**src/rtl/gnr_attractor_ctrl.sv**
```systemverilog
// ---------------------------------------------------------------------------
// gnr_attractor_ctrl
//
// Search controller for the GNR node array. It accepts one initial state
// vector, loads it into every node, then steps the slow (s0) and fast (s1)
// copies of the node states. It compares the returned vectors to detect
// entry into an attractor (Floyd-style) and to measure its period. The
// attractor state, period and step count are presented on a valid/ready
// result port.
//
// Optional feature (compile-time macro GNR_TIMEOUT_EN):
//   When defined, a cycle counter covers RUN+PERIOD. The search is aborted
//   with out_timeout=1 once that counter reaches MAX_STEPS without a match.
//   When undefined, out_timeout is tied to 0 and the search runs until a
//   match is found.
//
// Ports:
//   clk, rst       clock; synchronous active-high reset
//   in_valid       initial vector offered
//   in_ready       controller idle, in_init will be accepted
//   in_init        initial network state
//   reset_nos      one-cycle node load strobe (nodes load init_state, pass=1)
//   init_state     registered initial value; bit i drives node i
//   start_s0       slow-copy step strobe
//   start_s1       fast-copy step strobe
//   s0_vec, s1_vec concatenated node s0 / s1 outputs
//   out_valid      result available
//   out_ready      result consumed
//   out_state      attractor state (s1_vec at detection)
//   out_period     attractor period in steps
//   out_steps      strobe cycles spent in RUN before the first match
//   out_timeout    search aborted (timeout build only)
// ---------------------------------------------------------------------------
module gnr_attractor_ctrl #(
    parameter int               N_NODES   = 8,
    parameter int               CNT_W     = 16,
    parameter logic [CNT_W-1:0] MAX_STEPS = 16'hFFFF
) (
    input  logic               clk,
    input  logic               rst,
    input  logic               in_valid,
    output logic               in_ready,
    input  logic [N_NODES-1:0] in_init,
    output logic               reset_nos,
    output logic [N_NODES-1:0] init_state,
    output logic               start_s0,
    output logic               start_s1,
    input  logic [N_NODES-1:0] s0_vec,
    input  logic [N_NODES-1:0] s1_vec,
    output logic               out_valid,
    input  logic               out_ready,
    output logic [N_NODES-1:0] out_state,
    output logic [CNT_W-1:0]   out_period,
    output logic [CNT_W-1:0]   out_steps,
    output logic               out_timeout
);

    typedef enum logic [2:0] {
        IDLE,
        LOAD,
        RUN,
        PERIOD,
        DONE
    } state_t;

    state_t           state;
    logic [CNT_W-1:0] step_cnt;
    logic [CNT_W-1:0] per_cnt;
    logic             vec_eq;
    logic             hit;
    logic             phit;
    logic             timeout_now;
    logic             timeout_fire;

    // Counters stick at all-ones instead of wrapping; the search carries on.
    function automatic logic [CNT_W-1:0] sat_inc(input logic [CNT_W-1:0] v);
        return (&v) ? v : v + 1'b1;
    endfunction

    // The counter guards skip the trivial match right after LOAD, when both
    // copies still hold init_state.
    assign vec_eq = (s0_vec == s1_vec);
    assign hit    = (step_cnt != '0) && vec_eq;
    assign phit   = (per_cnt != '0) && vec_eq;

    assign in_ready  = (state == IDLE);
    assign reset_nos = (state == LOAD);
    assign out_valid = (state == DONE);

`ifdef GNR_TIMEOUT_EN
    logic [CNT_W-1:0] tot_cnt;
    logic             timeout_q;

    assign timeout_now = (tot_cnt >= MAX_STEPS);
    assign out_timeout = timeout_q;

    // Total RUN+PERIOD cycle count and the sticky abort flag, both cleared
    // on the accept edge of the next search.
    always_ff @(posedge clk) begin
        if (rst) begin
            tot_cnt   <= '0;
            timeout_q <= 1'b0;
        end else begin
            if (state == IDLE && in_valid) begin
                tot_cnt   <= '0;
                timeout_q <= 1'b0;
            end else if (state == RUN || state == PERIOD) begin
                tot_cnt <= sat_inc(tot_cnt);
            end
            if (timeout_fire) begin
                timeout_q <= 1'b1;
            end
        end
    end
`else
    logic unused_max_steps;

    assign unused_max_steps = ^MAX_STEPS;
    assign timeout_now      = 1'b0;
    assign out_timeout      = 1'b0;
`endif

    // A match always wins over an abort in the same cycle.
    assign timeout_fire = timeout_now &&
                          (((state == RUN) && !hit) || ((state == PERIOD) && !phit));

    // Strobes are decoded from state and comparator. LOAD never strobes, so
    // reset_nos and the step strobes are mutually exclusive. In PERIOD only
    // the fast copy moves; the slow copy stays frozen at the meeting point.
    always_comb begin
        start_s0 = 1'b0;
        start_s1 = 1'b0;
        case (state)
            RUN: begin
                if (!hit && !timeout_now) begin
                    start_s0 = 1'b1;
                    start_s1 = 1'b1;
                end
            end
            PERIOD: begin
                if (!phit && !timeout_now) begin
                    start_s1 = 1'b1;
                end
            end
            default: begin
            end
        endcase
    end

    // Main search FSM with registered result fields.
    always_ff @(posedge clk) begin
        if (rst) begin
            state      <= IDLE;
            init_state <= '0;
            step_cnt   <= '0;
            per_cnt    <= '0;
            out_state  <= '0;
            out_period <= '0;
            out_steps  <= '0;
        end else begin
            case (state)
                IDLE: begin
                    if (in_valid) begin
                        init_state <= in_init;
                        step_cnt   <= '0;
                        per_cnt    <= '0;
                        state      <= LOAD;
                    end
                end
                LOAD: begin
                    state <= RUN;
                end
                RUN: begin
                    if (hit) begin
                        per_cnt <= '0;
                        state   <= PERIOD;
                    end else if (timeout_fire) begin
                        out_state  <= s1_vec;
                        out_period <= '0;
                        out_steps  <= step_cnt;
                        state      <= DONE;
                    end else begin
                        step_cnt <= sat_inc(step_cnt);
                    end
                end
                PERIOD: begin
                    if (phit) begin
                        out_state  <= s1_vec;
                        out_period <= per_cnt;
                        out_steps  <= step_cnt;
                        state      <= DONE;
                    end else if (timeout_fire) begin
                        out_state  <= s1_vec;
                        out_period <= '0;
                        out_steps  <= step_cnt;
                        state      <= DONE;
                    end else begin
                        per_cnt <= sat_inc(per_cnt);
                    end
                end
                DONE: begin
                    if (out_ready) begin
                        state <= IDLE;
                    end
                end
                default: begin
                    state <= IDLE;
                end
            endcase
        end
    end

endmodule

```
**config.mk**
```make
export PLATFORM = sky130hd
export DESIGN_NAME = gnr_attractor_ctrl
export DESIGN_NICKNAME = d
export VERILOG_FILES = /design/src/rtl/gnr_attractor_ctrl.sv
export SDC_FILE = /design/constraint.sdc
export NUM_CORES = 1
export LEC_CHECK = 0
export CORE_MARGIN = 3
export CORE_UTILIZATION = 55
export CTS_CLUSTER_SIZE = 30
export DETAILED_ROUTE_END_ITERATION = 7
export PLACE_DENSITY_LB_ADDON = 0.2
export SLEW_MARGIN = 20
export SYNTH_ARGS = -nofsm -noshare
export SYNTH_HDL_FRONTEND = slang
export SYNTH_SLANG_ARGS = --single-unit
```
**constraint.sdc**
```tcl
create_clock -name clk -period 3.1 [get_ports clk]
set_input_delay 0.62 -clock clk [delete_from_list [all_inputs] [get_ports clk]]
set_output_delay 0.62 -clock clk [all_outputs]
set_load 0.01 [all_outputs]
```
==> flow_summary_export.csv <==
group,metric,value,unit
status,outcome,"completed",
floorplanning,chipHeight,90.0,um
min_path,holdPathStages,2,
yosys,syn_inst,447,
clocking,cts.sinks,83,
sta,fin_ws,0.317,ns
finish,fillerInstances,491,
global_route,grt_max_degree,46,
critical_path,crit_arrival,2.16,ns
routing,wire_per_inst,15.1,um
yosys,synth_warnings,0,
global_route,grt_pass1_vias,3390,
sta,skew,0.00768,ns
finish,mostFrequentLayoutCell,"dfxtp_1",
finish,multi_input_area,0.00204,mm^2
routing,dr_wl_met2,4.41,mm
min_path,min_to,"init_state[0]",
floorplanning,initial_core_util,58.8,%
critical_path,endpoint_kind,"output pin",
power,power_density,510,mW/mm^2
clocking,clk_transition_reported_paths,0.08,ns
floorplanning,pin_count,82,
power,ir_drop,0.000391,V
routing,vias,3516,
yosys,yosys_register_bits,83,
place,post-place-ws,-0.00327,ns
routing,drt_pass1_iterations,5,
routing,routed_wirelength,9.34,mm
sta,fin_crit_sh,89.8,%
floorplanning,fp.dieW,90.0,um
routing,drc_errors,0,
routing,via_per_inst,5.70,
clocking,clockBufferDepth,2,
global_route,antenna_found_initial,0,
min_path,holdCritPathClass,"flop to flop",
critical_path,timing.reg2reg.setup_slack,0.74,ns
sta,hold_viol,0,
critical_path,worstReg2RegStart,"step_cnt[0]",
run,cap_violations,0,
floorplanning,std_cell_rows,29,
routing,wl_met3,769,um
finish,drive_above_1_share,8.78,%
yosys,synth_area,0.00388,mm^2
yosys,syn_avg_cell_area,8.69,um^2
critical_path,crit_fanout,4,
clocking,root_buffer,"clkbuf_8",
finish,area_growth,28.5,%
sta,layout_min_cycle_time,2.78,ns
yosys,synth_ff_type,"dfxtp_1",
min_path,hold_start,"init_state[0]",
yosys,synth-async-reset-ratio,0,%
clocking,insertion_delay,0.36,ns
floorplanning,coreArea,0.00660,mm^2
yosys,synth_edf_count,0,
sta,slew_headroom,55.0,%
yosys,synth_cell_types,53,
finish,seqCellArea,0.00166,mm^2
sta,worst_hold_slack,0.459,ns
place,gp_congestion,0.842,
yosys,syn-num-nets,479,
sta,setup_viol,0,
global_route,gr-total-overflow,0,
finish,antenna_cells,0,
critical_path,crit_required,2.48,ns
place,dp_hpwl,6.45,mm
sta,drv_slew,0,
routing,highest_layer,"met4",
routing,m1WireLength,4.03,mm
critical_path,crit_type,"input pin to output pin",
sta,fmaxAchievable,0.359,GHz
sta,worst_pin_slew,0.673,ns
clocking,cts_tree,"yes",
power,p_leak,2.05,nW
clocking,h-tree-depth,3,
critical_path,start_kind,"input pin",
global_route,grtUsageTotal,23.2,%
routing,drtIter0Drc,250,
sta,rsz0062_at_grt,"false",
yosys,yosysSeqAreaShare,42.8,%
critical_path,rr_worst_depth,10,
place,numPortBuffers,80,
floorplanning,fp.dieArea,0.00811,mm^2
clocking,cts_buffers,9,
routing,drtAntennaViolNets,0,
global_route,grt_pass1_wl,15.7,mm
finish,final_net_count,551,
finish,final_cell_mix,"dfxtp_1 (83), clkdlybuf4s50_1 (77), nor2_1 (60), nand2_1 (37), mux2i_1 (37)",
critical_path,r2r_end,"per_cnt[3]",
-- cell usage after synthesis, types with 2 or more instances --
library cell  count  area share, %
a211oi_2          2           0.64
a21oi_1          26            3.4
a31oi_1           6           0.97
and2_1            5           0.81
and3_1            5           0.81
and4_1            6            1.4
buf_2            10            1.3
buf_4             4           0.77
clkbuf_1         14            1.4
dfxtp_1          83             43
ha_1              4            1.3
inv_1            10           0.97
mux2_1            2           0.58
mux2i_1          37            9.5
nand2_1          37            3.6
nand2b_1          3           0.48
nand3_1          19            2.4
nand4_1          10            1.6
nor2_1           60            5.8
nor2b_1           7            1.1
nor3_1            6           0.77
nor3b_1           2           0.39
nor4_1            4           0.64
nor4_2            2           0.64
o21ai_0          21            2.7
o21ai_1          10            1.3
o31ai_1          14            2.7
o31ai_2           2           0.64
o41ai_1           2           0.45
o41ai_2           2           0.84
or2_2             2           0.32
or4_1             2           0.39
xnor2_1           8            1.8
-- area by class of cell --
class | instances | share of cell area, %
Tap cell | 93 | 2.33
Inverter | 11 | 0.827
Timing Repair Buffer | 91 | 18.0
Sequential cell | 83 | 33.3
Clock buffer | 11 | 3.03
Clock inverter | 5 | 1.71
Multi-Input combinational cell | 323 | 40.8
-- per-stage QoR --
step | setup TNS, ns | instances | instance area [um^2] | total power, mW | util, %
2_1_floorplan | 0 | 447 | 3880 | 1.45 | -
3_3_place_gp | 0 | 600 | 4730 | 1.64 | 71.7
3_5_place_dp | -0.00327 | 600 | 4730 | 1.65 | 71.7
4_1_cts | 0 | 616 | 4970 | 2.55 | 75.3
5_1_grt | 0 | 617 | 4990 | 2.66 | 75.6
6_report | 0 | 617 | 4990 | 2.55 | 75.6
-- critical path, stage by stage --
cell and delay, ns:
clkdlybuf4s50_1 0.43, xnor2_1 0.22, nand4_1 0.20, o31ai_2 0.30, buf_4 0.18, inv_1 0.05
dlymetal6s2s_1 0.17
-- state kept, by name (all words and copies together) (netlist names) --
signal	count
init_state	8
out_state	8
out_period	16
state	3
step_cnt	16
out_steps	16
per_cnt	16
-- worst max-delay path by stage --
stage	from	to	slack, ns	cells past startpoint
6_report	s1_vec[0]	start_s0	0.32	7
5_1_grt	s1_vec[2]	start_s0	0.23	7
4_1_cts	s1_vec[4]	start_s0	0.004	7
3_5_place_dp	s1_vec[4]	start_s0	-0.003	7
3_3_place_gp	s1_vec[0]	start_s0	0.06	7
2_1_floorplan	s1_vec[6]	start_s1	0.97	4
-- per-layer routing --
metal  vias to the layer above  global-route usage, %
li1                       1730                      -
met1                      1642                   28.4
met2                       132                   37.5
met3                        12                   9.35
met4                         0                   6.89
met5                         -                      0
-- power by group --
| group | switching, mW | total (mW) | internal, mW |
|---|---|---|---|
| Sequential | 0.0359 | 1.13 | 1.10 |
| Combinational | 0.287 | 0.510 | 0.223 |
| Clock | 0.403 | 0.903 | 0.500 |
-- cell families (layout without fill, tap and decap cells) --
family                     count (synthesis)  in the layout  synth area share, %
and+or+nand+nor                          179            179                 23.8
AOI/OAI and AO/OA                         92             92                 15.2
DFF                                       83             83                 42.8
buffers and inverters                     41            118                 4.90
muxes                                     39             39                 10.1
xor gates and xnor gates                   8              8                 1.80
adders and majority gates                  4              4                 1.29
other                                      1              1               0.0966
-- timing repair --
| action | in CTS | in global routing |
|---|---|---|
| hold buffers | 0 | 0 |
| setup buffers | 0 | 1 |
| resized for setup | 0 | 3 |
| setup endpoints to repair | 0 | 2 |
Power figures use the tool's default switching activity.
